**config.mk**
```make
export PLATFORM = sky130hd
export DESIGN_NAME = pwm_mix_scheduler_flat
export DESIGN_NICKNAME = d
export VERILOG_FILES = /design/src/rtl/pwm_mix_scheduler_if.sv /design/src/rtl/pwm_mix_scheduler.sv /design/src/flat_wrapper.sv
export SDC_FILE = /design/constraint.sdc
export NUM_CORES = 1
export LEC_CHECK = 0
export ABC_AREA = 1
export BUFFER_PORTS_ARGS = -buffer_cell sky130_fd_sc_hd__buf_2
export CORE_UTILIZATION = 59
export DETAILED_ROUTE_END_ITERATION = 6
export GPL_TIMING_DRIVEN = 1
export PLACE_DENSITY = 0.88
export SYNTH_ARGS = -nofsm -noshare
export SYNTH_HDL_FRONTEND = slang
export SYNTH_SLANG_ARGS = --single-unit
```
**constraint.sdc**
```tcl
create_clock -name i_clk -period 4.3 [get_ports i_clk]
set_input_delay 0.86 -clock i_clk [delete_from_list [all_inputs] [get_ports i_clk]]
set_output_delay 0.86 -clock i_clk [all_outputs]
set_load 0.02 [all_outputs]
```
**src/rtl/pwm_mix_scheduler_if.sv**
```systemverilog
// Bundle between the PWM period logic and the mix scheduler.
// The master drives the strobe, samples, mutes and attenuations; the slave returns the compare value and status.
interface pwm_mix_scheduler_if #(
    parameter int NUM_CHANNELS = 3,
    parameter int DATA_WIDTH   = 9
);
    logic                                 i_cycle_end;
    logic [NUM_CHANNELS*DATA_WIDTH-1:0]   i_channels;
    logic [NUM_CHANNELS-1:0]              i_mute;
    logic [NUM_CHANNELS*2-1:0]            i_atten;
    logic [DATA_WIDTH-1:0]                o_compare;
    logic                                 o_compare_valid;
    logic                                 o_busy;
    logic                                 o_clip;
    logic                                 o_overrun;

    modport master (
        output i_cycle_end, i_channels, i_mute, i_atten,
        input  o_compare, o_compare_valid, o_busy, o_clip, o_overrun
    );

    modport slave (
        input  i_cycle_end, i_channels, i_mute, i_atten,
        output o_compare, o_compare_valid, o_busy, o_clip, o_overrun
    );
endinterface

```
**src/rtl/pwm_mix_scheduler.sv**
```systemverilog
// Time-multiplexed channel mixer for the PWM output stage.
// A cycle-end strobe snapshots all channel inputs. The channels are then summed one per clock through one
// shared adder, and the saturated result is presented as a new compare value with a one-cycle valid pulse.
module pwm_mix_scheduler #(
    parameter int NUM_CHANNELS = 3,
    parameter int DATA_WIDTH   = 9,
    parameter int OUT_MAX      = 511
) (
    input  logic                 i_clk,
    input  logic                 i_reset,
    pwm_mix_scheduler_if.slave   bus
);

    // The accumulator can hold NUM_CHANNELS full-scale samples, so the sum never wraps
    localparam int ACC_W = DATA_WIDTH + $clog2(NUM_CHANNELS + 1);
    localparam int IDX_W = (NUM_CHANNELS > 1) ? $clog2(NUM_CHANNELS) : 1;
    localparam logic [IDX_W-1:0] LAST_IDX = IDX_W'(NUM_CHANNELS - 1);
    localparam logic [ACC_W-1:0] OUT_MAX_ACC = ACC_W'(OUT_MAX);

    typedef enum logic [1:0] {
        ST_IDLE  = 2'd0,
        ST_ACCUM = 2'd1,
        ST_DONE  = 2'd2
    } state_t;

    state_t state_q, state_d;

    logic [NUM_CHANNELS*DATA_WIDTH-1:0] ch_q, ch_d;
    logic [NUM_CHANNELS-1:0]            mute_q, mute_d;
    logic [NUM_CHANNELS*2-1:0]          atten_q, atten_d;

    logic [IDX_W-1:0]      idx_q, idx_d;
    logic [ACC_W-1:0]      acc_q, acc_d;
    logic [DATA_WIDTH-1:0] compare_q, compare_d;
    logic                  valid_q, valid_d;
    logic                  clip_q, clip_d;
    logic                  overrun_q, overrun_d;

    logic                  busy;
    logic                  start;
    logic                  accum_en;
    logic                  done_en;
    logic                  last;

    logic [DATA_WIDTH-1:0] sel_sample;
    logic                  sel_mute;
    logic [1:0]            sel_atten;
    logic [ACC_W-1:0]      term;

    // Contribution of one channel: zero when muted, otherwise a logical right shift by its attenuation
    function automatic logic [ACC_W-1:0] channel_term(
        input logic [DATA_WIDTH-1:0] sample,
        input logic                  mute,
        input logic [1:0]            shift
    );
        logic [DATA_WIDTH-1:0] shifted;
        shifted = sample >> shift;
        return mute ? '0 : ACC_W'(shifted);
    endfunction

    // Clamp the wide sum to the compare range
    function automatic logic [DATA_WIDTH-1:0] saturate(input logic [ACC_W-1:0] sum);
        return (sum > OUT_MAX_ACC) ? DATA_WIDTH'(OUT_MAX) : sum[DATA_WIDTH-1:0];
    endfunction

    // State register
    always_ff @(posedge i_clk) begin
        if (i_reset) begin
            state_q <= ST_IDLE;
        end else begin
            state_q <= state_d;
        end
    end

    // Next-state logic: one ACCUM cycle per channel, then a single DONE cycle
    always_comb begin
        state_d = state_q;
        case (state_q)
            ST_IDLE:  if (bus.i_cycle_end) state_d = ST_ACCUM;
            ST_ACCUM: if (last)            state_d = ST_DONE;
            ST_DONE:                       state_d = ST_IDLE;
            default:                       state_d = ST_IDLE;
        endcase
    end

    // Output/control decode from the current state
    always_comb begin
        busy     = (state_q == ST_ACCUM) || (state_q == ST_DONE);
        start    = (state_q == ST_IDLE) && bus.i_cycle_end;
        accum_en = (state_q == ST_ACCUM);
        done_en  = (state_q == ST_DONE);
        last     = (idx_q == LAST_IDX);
    end

    // Select the snapshot entry for the current channel index
    always_comb begin
        sel_sample = ch_q[int'(idx_q)*DATA_WIDTH +: DATA_WIDTH];
        sel_mute   = mute_q[idx_q];
        sel_atten  = atten_q[int'(idx_q)*2 +: 2];
        term       = channel_term(sel_sample, sel_mute, sel_atten);
    end

    // Datapath next values: snapshot on start, accumulate in ACCUM, publish in DONE
    always_comb begin
        ch_d      = ch_q;
        mute_d    = mute_q;
        atten_d   = atten_q;
        idx_d     = idx_q;
        acc_d     = acc_q;
        compare_d = compare_q;
        valid_d   = 1'b0;
        clip_d    = 1'b0;
        // A strobe that arrives mid-mix, including during DONE, is dropped and flagged
        overrun_d = busy && bus.i_cycle_end;

        if (start) begin
            ch_d    = bus.i_channels;
            mute_d  = bus.i_mute;
            atten_d = bus.i_atten;
            idx_d   = '0;
            acc_d   = '0;
        end

        if (accum_en) begin
            acc_d = acc_q + term;
            idx_d = last ? '0 : idx_q + 1'b1;
        end

        if (done_en) begin
            compare_d = saturate(acc_q);
            valid_d   = 1'b1;
            clip_d    = (acc_q > OUT_MAX_ACC);
        end
    end

    // Control and result registers; reset abandons any mix in flight
    always_ff @(posedge i_clk) begin
        if (i_reset) begin
            idx_q     <= '0;
            acc_q     <= '0;
            compare_q <= '0;
            valid_q   <= 1'b0;
            clip_q    <= 1'b0;
            overrun_q <= 1'b0;
        end else begin
            idx_q     <= idx_d;
            acc_q     <= acc_d;
            compare_q <= compare_d;
            valid_q   <= valid_d;
            clip_q    <= clip_d;
            overrun_q <= overrun_d;
        end
    end

    // Snapshot registers; always loaded by start before they are read, so no reset is needed
    always_ff @(posedge i_clk) begin
        ch_q    <= ch_d;
        mute_q  <= mute_d;
        atten_q <= atten_d;
    end

    assign bus.o_compare       = compare_q;
    assign bus.o_compare_valid = valid_q;
    assign bus.o_busy          = busy;
    assign bus.o_clip          = clip_q;
    assign bus.o_overrun       = overrun_q;

endmodule

```
**src/flat_wrapper.sv**
```systemverilog
// flat-port wrapper written by rule: the top's interface ports become plain ports
module pwm_mix_scheduler_flat 
#(
    parameter int NUM_CHANNELS = 3,
    parameter int DATA_WIDTH   = 9,
    parameter int OUT_MAX      = 511
)
  (i_clk, i_reset, bus_i_cycle_end, bus_i_channels, bus_i_mute, bus_i_atten, bus_o_compare, bus_o_compare_valid, bus_o_busy, bus_o_clip, bus_o_overrun);
  pwm_mix_scheduler_if #(.NUM_CHANNELS(NUM_CHANNELS), .DATA_WIDTH(DATA_WIDTH)) bus_i ();
  input  logic i_clk;
  input  logic i_reset;
  input wire logic [$bits(bus_i.i_cycle_end)-1:0] bus_i_cycle_end;
  input wire logic [$bits(bus_i.i_channels)-1:0] bus_i_channels;
  input wire logic [$bits(bus_i.i_mute)-1:0] bus_i_mute;
  input wire logic [$bits(bus_i.i_atten)-1:0] bus_i_atten;
  output wire logic [$bits(bus_i.o_compare)-1:0] bus_o_compare;
  output wire logic [$bits(bus_i.o_compare_valid)-1:0] bus_o_compare_valid;
  output wire logic [$bits(bus_i.o_busy)-1:0] bus_o_busy;
  output wire logic [$bits(bus_i.o_clip)-1:0] bus_o_clip;
  output wire logic [$bits(bus_i.o_overrun)-1:0] bus_o_overrun;
  assign bus_i.i_cycle_end = bus_i_cycle_end;
  assign bus_i.i_channels = bus_i_channels;
  assign bus_i.i_mute = bus_i_mute;
  assign bus_i.i_atten = bus_i_atten;
  assign bus_o_compare = bus_i.o_compare;
  assign bus_o_compare_valid = bus_i.o_compare_valid;
  assign bus_o_busy = bus_i.o_busy;
  assign bus_o_clip = bus_i.o_clip;
  assign bus_o_overrun = bus_i.o_overrun;
  pwm_mix_scheduler #(.NUM_CHANNELS(NUM_CHANNELS), .DATA_WIDTH(DATA_WIDTH), .OUT_MAX(OUT_MAX)) u_core (.i_clk(i_clk), .i_reset(i_reset), .bus(bus_i));
endmodule
```
Word level (Yosys, flattened, before mapping)
Index checks and enable logic that the tools add are counted.
Widths: inputs -> output; s select.
{"block": "totals", "elab_cells": 44, "register_bits": 63}
{"block": "op_classes", "n_reduce_logical": 7, "bitwise_logic": 1, "eq_ne": 5, "multipliers": 1, "mux": 13, "shifts": 3, "n_lt_le_gt_ge": 2, "addsub": 2}
{"operator": "$shiftx 27x32->9", "count": 1}
{"operator": "$mux 11", "count": 2}
{"operator": "$mux 9", "count": 2}
{"operator": "$add 11x11->11", "count": 1}
{"operator": "$gt 11x9->1 const B", "count": 1}
{"operator": "$mux 2", "count": 5}
{"operator": "$shr 9x2->9", "count": 1}
{"operator": "$mul 2x4->6 const B", "count": 1}
{"operator": "$shiftx 6x4->2", "count": 1}
{"operator": "$eq 2x2->1 const B", "count": 2}
{"operator": "$ne 2x2->1 const B", "count": 2}
{"operator": "$pmux 2 s2", "count": 1}
{"operator": "$lt 2x3->1 const B", "count": 1}
{"operator": "$add 2x1->2 const B", "count": 1}
{"operator": "$bmux 1 s2", "count": 1}
{"operator": "$eq 2x1->1 const B", "count": 1}
{"operator": "$logic_and 1x1->1", "count": 2}
{"operator": "$logic_not 2->1", "count": 1}
{"operator": "$mux 1", "count": 2}
{"operator": "$reduce_and 2->1", "count": 1}
{"operator": "$reduce_bool 2->1", "count": 1}
{"operator": "$reduce_or 2->1", "count": 1}
{"operator": "$logic_or 1x1->1", "count": 1}
{"operator": "$not 1->1", "count": 1}

Longest topological paths before layout
Gate-level depths: netlist of the first run.
{"block": "logic_depth", "word_depth": 6, "depth_mapped": 20}

Least setup slack after synthesis of the first run
OpenSTA, ideal clock, no wires.
{"block": "synth_timing", "path_kind": "reg-to-reg", "startpoint": "reg u_core.idx_q[1]", "endpoint": "reg u_core.acc_q[10]", "path_slack_ps": 1931, "t_arrival_ps": 2254, "path_stages_with_launch": 18, "period_less_slack_ps": 2369, "setup_ps": 115, "path_buffers": 0, "t_required_ps": 4185, "path_cell_list": "dfxtp_1 > inv_1 > nand2_1 > nor2_1 > nor2_1 > nand2_2 > inv_2 > nand2_1 > nand3_1 > nand2_1 > ha_1 > fa_1 > nand2_1 > nand2_1 > nand3_1 > nand3_1 > a21oi_1 > nor2_1"}
{"block": "synth_via", "elab_chain_cells": 6, "elab_cells_between_ends": 9, "cone_classes": "1 x add/sub; 1 x mul; 3 x shift; 4 x mux"}
{"element": "start, declared", "line_no": "pwm_mix_scheduler.sv:32", "text": "logic [IDX_W-1:0] idx_q, idx_d;"}
{"element": "start signal, assigned", "line_no": "pwm_mix_scheduler.sv:146", "text": "idx_q <= idx_d;"}
{"element": "$mul 2x4->6", "line_no": "pwm_mix_scheduler.sv:97", "text": "sel_sample = ch_q[int'(idx_q)*DATA_WIDTH +: DATA_WIDTH];"}
{"element": "$shiftx 27x32->9", "line_no": "pwm_mix_scheduler.sv:97"}
{"element": "$shr 9x2->9", "line_no": "pwm_mix_scheduler.sv:57", "text": "shifted = sample >> shift;"}
{"element": "$mux 9 (*)", "line_no": "pwm_mix_scheduler.sv:58", "text": "return mute ? '0 : ACC_W'(shifted);"}
{"element": "$add 11x11->11 (*)", "line_no": "pwm_mix_scheduler.sv:125", "text": "acc_d = acc_q + term;"}
{"element": "$mux 11 (*)", "line_no": "pwm_mix_scheduler.sv:124", "text": "if (accum_en) begin"}
{"element": "end signal, assigned", "line_no": "pwm_mix_scheduler.sv:140", "text": "acc_q <= '0;"}
{"element": "end signal, assigned", "line_no": "pwm_mix_scheduler.sv:147", "text": "acc_q <= acc_d;"}
{"element": "end, declared", "line_no": "pwm_mix_scheduler.sv:33", "text": "logic [ACC_W-1:0] acc_q, acc_d;"}
Mark *: on every way between the ends. The rest lies on a longest branch, timed or not. The select of a mux whose other input is x is not followed.
A chain may end at the register's enable or synchronous reset.

Worst setup path in the final report of the first run
{"block": "layout_timing", "startpoint": "reg u_core.idx_q[0]", "endpoint": "reg u_core.acc_q[8]"}
The elaborated chain is that of the path after synthesis.

==> impl_metrics.tcl, run 1 <==
set metrics [dict create \
    status "finished, final reports clean" \
    yosysUniqueCellTypes 26 \
    fin_cells 491 \
    max-cap-violations 0 \
    setup_viol 0 \
    ant_nets 0 \
    end_kind "flip-flop" \
    finClkSkew_ps 8.246 \
    initial_core_util 0.6289 \
    reg2reg_depth 15 \
    p_per_area_mw_per_mm2 730.3 \
    synth_cells 364 \
    fp.dieArea_mm2 0.005460 \
    arrival_ps 3210 \
    rsz0062_at_grt "no" \
    clockRootBuffer "clkbuf_8" \
    holdPathEnd "u_core.acc_q[0]" \
    fp.dieW_um 73.89 \
    finalNetCount 472 \
    syn_nets 417 \
    via_per_inst 5.379 \
    cpMaxStageDelayCell "nor2_1" \
    vias 2641 \
    wl_per_cell_um 13.01 \
    cp.required_ps 4570 \
    reg2reg_from "u_core.idx_q[0]" \
    syn_area_mm2 0.003049 \
    antenna_found_initial 0 \
    antenna_cells 0 \
    hold_buffers 0 \
    drt_iter0_markers 202 \
    clk_path_buf_depth 2 \
    core_area_mm2 0.004848 \
    final_common_cell "nand2_1" \
    post-route-min-period_ps 2945 \
    cp_num_buf_inv 0 \
    cts_tree "yes" \
    worst-slew-pin-transition_ps 809.6 \
    drc 0 \
    gp_congestion 0.8647 \
    track_usage 0.2671 \
    grt_pass1_vias 2427 \
    cp_max_fo 11 \
    grt_pass1_wl_mm 10.55 \
    ys_seq_elements 63 \
    numCtsBuffers 9 \
    rrSetupSlack_ps 1350 \
    drive_gt1_frac 0.1792 \
    hold_class "reg -> reg" \
    htree_levels 3 \
    slew_headroom 0.4582 \
    slowest_delay_ps 610 \
    cpLargestDelayFamily "simple AND/OR/NAND/NOR gates" \
    post_cts_buffers 0 \
    rows 25 \
    ys_warn_count 0 \
    cts.reportedPaths.clkPinSlew_ps 60 \
    path_cells "nor2_1, a22oi_1, nand2_2, nor2_4, nand3_1, nand2_1, ha_1, fa_1, nand2_1, nand2_1, nand3_1, nand2_1, nand2_1, nand3_1, a21oi_1" \
    worstSetupStartpointType "flip-flop" \
    r2r_end "u_core.acc_q[8]" \
    syn_to_final_growth_pct 17.03 \
    grt-ovfl-total 0 \
    grt_max_degree 39 \
    dpl.hpwl_mm 4.465 \
    setup_ws_ps 1355 \
    cts.sinks 63 \
    final_cell_mix "121 x nand2_1, 51 x buf_2, 37 x inv_1" \
    die_h_um 73.89 \
    hp-start "u_core.acc_q[0]" \
    drtPass1Iterations 5 \
    seq_area_frac_synth 0.5318 \
    holdPathStages 2 \
    place_ws_ps 1399 \
    crit_type "reg -> reg" \
    crit_cells 15 \
    post_cts_resized 0 \
    hold_viol 0 \
    max_freq_mhz 339.6 \
    cp_common_cell "nand2_1" \
    final_max_slew_viol_count 0 \
    avgSynthCellArea_um2 8.377 \
    drt_wl_total_mm 6.389 \
    power.leakage_nw 1.700 \
    ir_worst_vdd_mv 0.4197 \
    portBuffers 51 \
    pin_count 52 \
    dp_cells 475 \
    clock_latency_ps 340 \
    timing.setup.tns_ps 0 \
    period_share 0.6849 \
]
==> cell type report <==
type                       count  area (µm²)
sequential                    63        1622
fill                         356        1280
multi-input combinational    254        1249
timing repair buffer          52       262.8
inverter                      39       146.4
clock buffer                  12       135.1
tap                           67       83.83
clock inverter                 4       70.07
==> worst max-delay path by stage <==
stage | from | endpoint | slack, ps
6_report | u_core.idx_q[0] | u_core.acc_q[8] | 1350
5_1_grt | u_core.idx_q[0] | u_core.acc_q[10] | 1020
4_1_cts | u_core.idx_q[0] | u_core.acc_q[8] | 1350
3_5_place_dp | u_core.idx_q[0] | u_core.acc_q[10] | 1400
3_3_place_gp | u_core.idx_q[0] | u_core.acc_q[10] | 1510
2_1_floorplan | u_core.idx_q[1] | u_core.acc_q[10] | 1930
==> worst min-delay path, stage by stage, from the launching register on <==
cell	delay (ps)
dfxtp_1	330
nand2_1	70
a21oi_1	50
==> cell families (layout without fill, tap and decap cells) <==
logic type                 after synthesis  count (layout)  synth area share
adders and majority gates               14              14           0.05991
DFF                                     63              63            0.5318
and+or+nand+nor                        183             183            0.2474
AOI/OAI and AO/OA                       57              57            0.1022
buffers and inverters                   47             107           0.05868
==> stage by stage <==
step / util / cell area (µm²) / power, mW / hold WS, ps
2_1_floorplan: - / 3049 / 1.778 / 452.6
3_3_place_gp: 0.6937 / 3363 / 1.998 / 485.1
3_5_place_dp: 0.6937 / 3363 / 2.050 / 482.9
4_1_cts: 0.7360 / 3568 / 2.598 / 495.3
5_1_grt: 0.7360 / 3568 / 2.805 / 515.8
6_report: 0.7360 / 3568 / 2.606 / 501.8
==> Yosys cell counts <==
| cell | number | area share |
|---|---|---|
| nor2_2 | 2 | 0.0041 |
| inv_1 | 37 | 0.046 |
| o21a_1 | 1 | 0.0025 |
| o21ai_1 | 1 | 0.0016 |
| buf_2 | 2 | 0.0033 |
| nor3_1 | 1 | 0.0016 |
| o211ai_1 | 2 | 0.0049 |
| o221ai_1 | 2 | 0.0057 |
| or2_2 | 2 | 0.0041 |
| nor2_4 | 2 | 0.0074 |
| ha_1 | 13 | 0.053 |
| nand2_1 | 121 | 0.15 |
| o21ai_2 | 1 | 0.0029 |
| nand3_1 | 23 | 0.038 |
| nand2_2 | 2 | 0.0041 |
| o21ai_0 | 13 | 0.021 |
| clkbuf_1 | 6 | 0.0074 |
| a211oi_1 | 1 | 0.0025 |
| inv_2 | 2 | 0.0025 |
| nand3b_1 | 2 | 0.0049 |
| fa_1 | 1 | 0.0066 |
| dfxtp_1 | 27 | 0.18 |
| edfxtp_1 | 36 | 0.35 |
| nor2_1 | 28 | 0.034 |
| a21oi_1 | 34 | 0.056 |
| a22oi_1 | 2 | 0.0049 |
==> where the power goes <==
group	switching, mW	total, mW	leakage, nW	internal [mW]
clock	0.216	0.541	0.104	0.325
combinational	0.801	1.18	1.03	0.378
sequential	0.0753	0.886	0.561	0.811
total	1.09	2.61	1.70	1.51
==> flip-flops by register name, summed over array words and instances, names as in the netlist <==
| register | count |
|---|---|
| u_core.state_q | 2 |
| u_core.bus.o_compare_valid | 1 |
| u_core.ch_q | 27 |
| u_core.bus.o_compare | 9 |
| u_core.bus.o_overrun | 1 |
| u_core.mute_q | 3 |
| u_core.atten_q | 6 |
| u_core.acc_q | 11 |
| u_core.bus.o_clip | 1 |
| u_core.idx_q | 2 |
==> routing by layer <==
metal  share of wire  wire (µm)  vias up  GRT usage
li1                -          -     1308          -
met1            0.42       2681     1204     0.3249
met2            0.50       3165      111     0.4393
met3           0.059        375       18    0.06310
met4           0.026        167        0     0.1432
met5               0          0        -          0
(Power assumes the default switching activity.)
==> inputs of run 2 (changes only) <==
--- a/config.mk
+++ b/config.mk
@@ -7,10 +7,10 @@
 export LEC_CHECK = 0
 export ABC_AREA = 1
 export BUFFER_PORTS_ARGS = -buffer_cell sky130_fd_sc_hd__buf_2
-export CORE_UTILIZATION = 59
+export CORE_UTILIZATION = 56
 export DETAILED_ROUTE_END_ITERATION = 6
 export GPL_TIMING_DRIVEN = 1
-export PLACE_DENSITY = 0.88
+export PLACE_DENSITY = 0.85
 export SYNTH_ARGS = -nofsm -noshare
 export SYNTH_HDL_FRONTEND = slang
 export SYNTH_SLANG_ARGS = --single-unit
==> constraint.sdc (replaced) <==
create_clock -name i_clk -period 2.9 [get_ports i_clk]
set_input_delay 0.58 -clock i_clk [delete_from_list [all_inputs] [get_ports i_clk]]
set_output_delay 0.58 -clock i_clk [all_outputs]
set_load 0.02 [all_outputs]
==> impl_metrics.tcl, run 2 (same netlist as run 1, synthesis figures left out) <==
set metrics [dict create \
    fin_total_pwr_mw 3.881 \
    worstSetupStartpointType "flip-flop" \
    antenna_cells 0 \
    setup_viol 0 \
    dpl.hpwl_mm 4.541 \
    finClkSkew_ps 6.314 \
    cts_tree "yes" \
    clockRootBuffer "clkbuf_8" \
    cp.required_ps 3180 \
    power.leakage_nw 1.720 \
    drive_gt1_frac 0.2047 \
    grt_max_degree 38 \
    n_fill_cell 407 \
    placed_area_mm2 0.003374 \
    pin_count 52 \
    arrival_ps 2910 \
    portBuffers 51 \
    largest_reg_flops 27 \
    grt_pass1_vias 2447 \
    slew_headroom 0.4954 \
    drt_wl_total_mm 6.300 \
    worst-slew-pin-transition_ps 754.1 \
    finalNetCount 479 \
    max-cap-violations 0 \
    place_ws_ps -16.35 \
    max_freq_mhz 380.2 \
    core_area_mm2 0.005172 \
    setup_ws_ps 269.8 \
    ir_worst_vdd_mv 0.5288 \
    drc 0 \
    clk_path_buf_depth 2 \
    die_h_um 75.79 \
    wl_per_cell_um 12.60 \
    grt_pass1_wl_mm 10.27 \
    fin_cells 500 \
    top_register "u_core.ch_q" \
    period_share 0.9069 \
    timing.setup.tns_ps 0 \
    grt-ovfl-total 0 \
    status "finished, final reports clean" \
    dp_cells 479 \
    cts.reportedPaths.clkPinSlew_ps 70 \
    clock_latency_ps 340 \
    p_per_area_mw_per_mm2 1071 \
    end_kind "flip-flop" \
    final_max_slew_viol_count 0 \
    final_cell_mix "122 x nand2_1, 51 x buf_2, 36 x inv_1, 36 x edfxtp_1, 34 x a21oi_1" \
    crit_type "reg -> reg" \
    htree_levels 3 \
    cp_max_fo 6 \
    drtPass1Iterations 4 \
    via_per_inst 5.240 \
    rows 26 \
    cts.sinks 63 \
    numCtsBuffers 9 \
    post-route-min-period_ps 2630 \
    utilization 0.7005 \
    hold_class "in -> reg" \
    antenna_found_initial 0 \
    fp.dieArea_mm2 0.005744 \
    gp_congestion 0.8851 \
    hold_ws_ps 410.1 \
    track_usage 0.2463 \
    initial_core_util 0.5895 \
    vias 2620 \
    fp.dieW_um 75.79 \
    hold_viol 0 \
    drt_iter0_markers 192 \
    syn_to_final_growth_pct 18.83 \
    stdcell_area_mm2 0.003623 \
    ant_nets 0 \
    final_common_cell "nand2_1" \
]
run 2: changes by cell type in the layout (fill, tap and decap cells not counted), moves of 2 or more:
cell,change
nor2_4,+2
buf_4,+6
clkbuf_1,-2
dfxtp_1,-2
nor2_1,-2
clkinv_1,+2
run 2: worst paths after layout:
kind                            from               to  slack, ps  cells past startpoint
setup / recovery     u_core.idx_q[1]  u_core.acc_q[7]        270                     16
hold / removal    bus_i_channels[11]  u_core.ch_q[11]        410                      1
setup reg to reg     u_core.idx_q[1]  u_core.acc_q[7]        270                     16
hold reg to reg      u_core.acc_q[0]  u_core.acc_q[0]        490                      2
run 2: timing repair:
| action | 4_1_cts | 5_1_grt |
|---|---|---|
| setup buffers | 0 | 5 |
| pin swaps | 0 | 2 |
| setup endpoints to repair | 1 | 9 |
| gates resized for setup | 1 | 10 |
| hold buffers | 0 | 0 |
| gates cloned | 0 | 1 |
run 2: final cells by class:
cell class,instances,area [µm²],area share
Clock buffer,10,127.6,0.03522
Tap cell,70,87.58,0.02417
Multi-Input combinational cell,255,1275,0.3519
Clock inverter,5,50.05,0.01381
Timing Repair Buffer,58,307.8,0.08494
Inverter,39,148.9,0.04109
Sequential cell,63,1627,0.4489
run 2: where the power goes:
part,internal (mW),switching (mW),total (mW)
clock,0.385,0.329,0.714
sequential,1.21,0.117,1.32
combinational,0.634,1.21,1.84
run 2: worst max-delay path: stages, from the launching register on:
cell	delay [ps]
dfxtp_4	380
inv_2	70
nand2_1	110
nor2_1	60
nor2_2	170
nand2_2	150
buf_4	170
o21ai_1	190
nand2_1	80
nand2_1	80
ha_1	280
or2_2	360
nand3_1	140
nand2_1	70
nand2_1	60
nand3_1	60
a21oi_1	140
run 2: routing by layer:
metal / routed length, µm / track usage
met1: 2760 / 0.2913
met2: 3106 / 0.4218
met3: 300 / 0.06085
met4: 131 / 0.1152
met5: 0 / 0
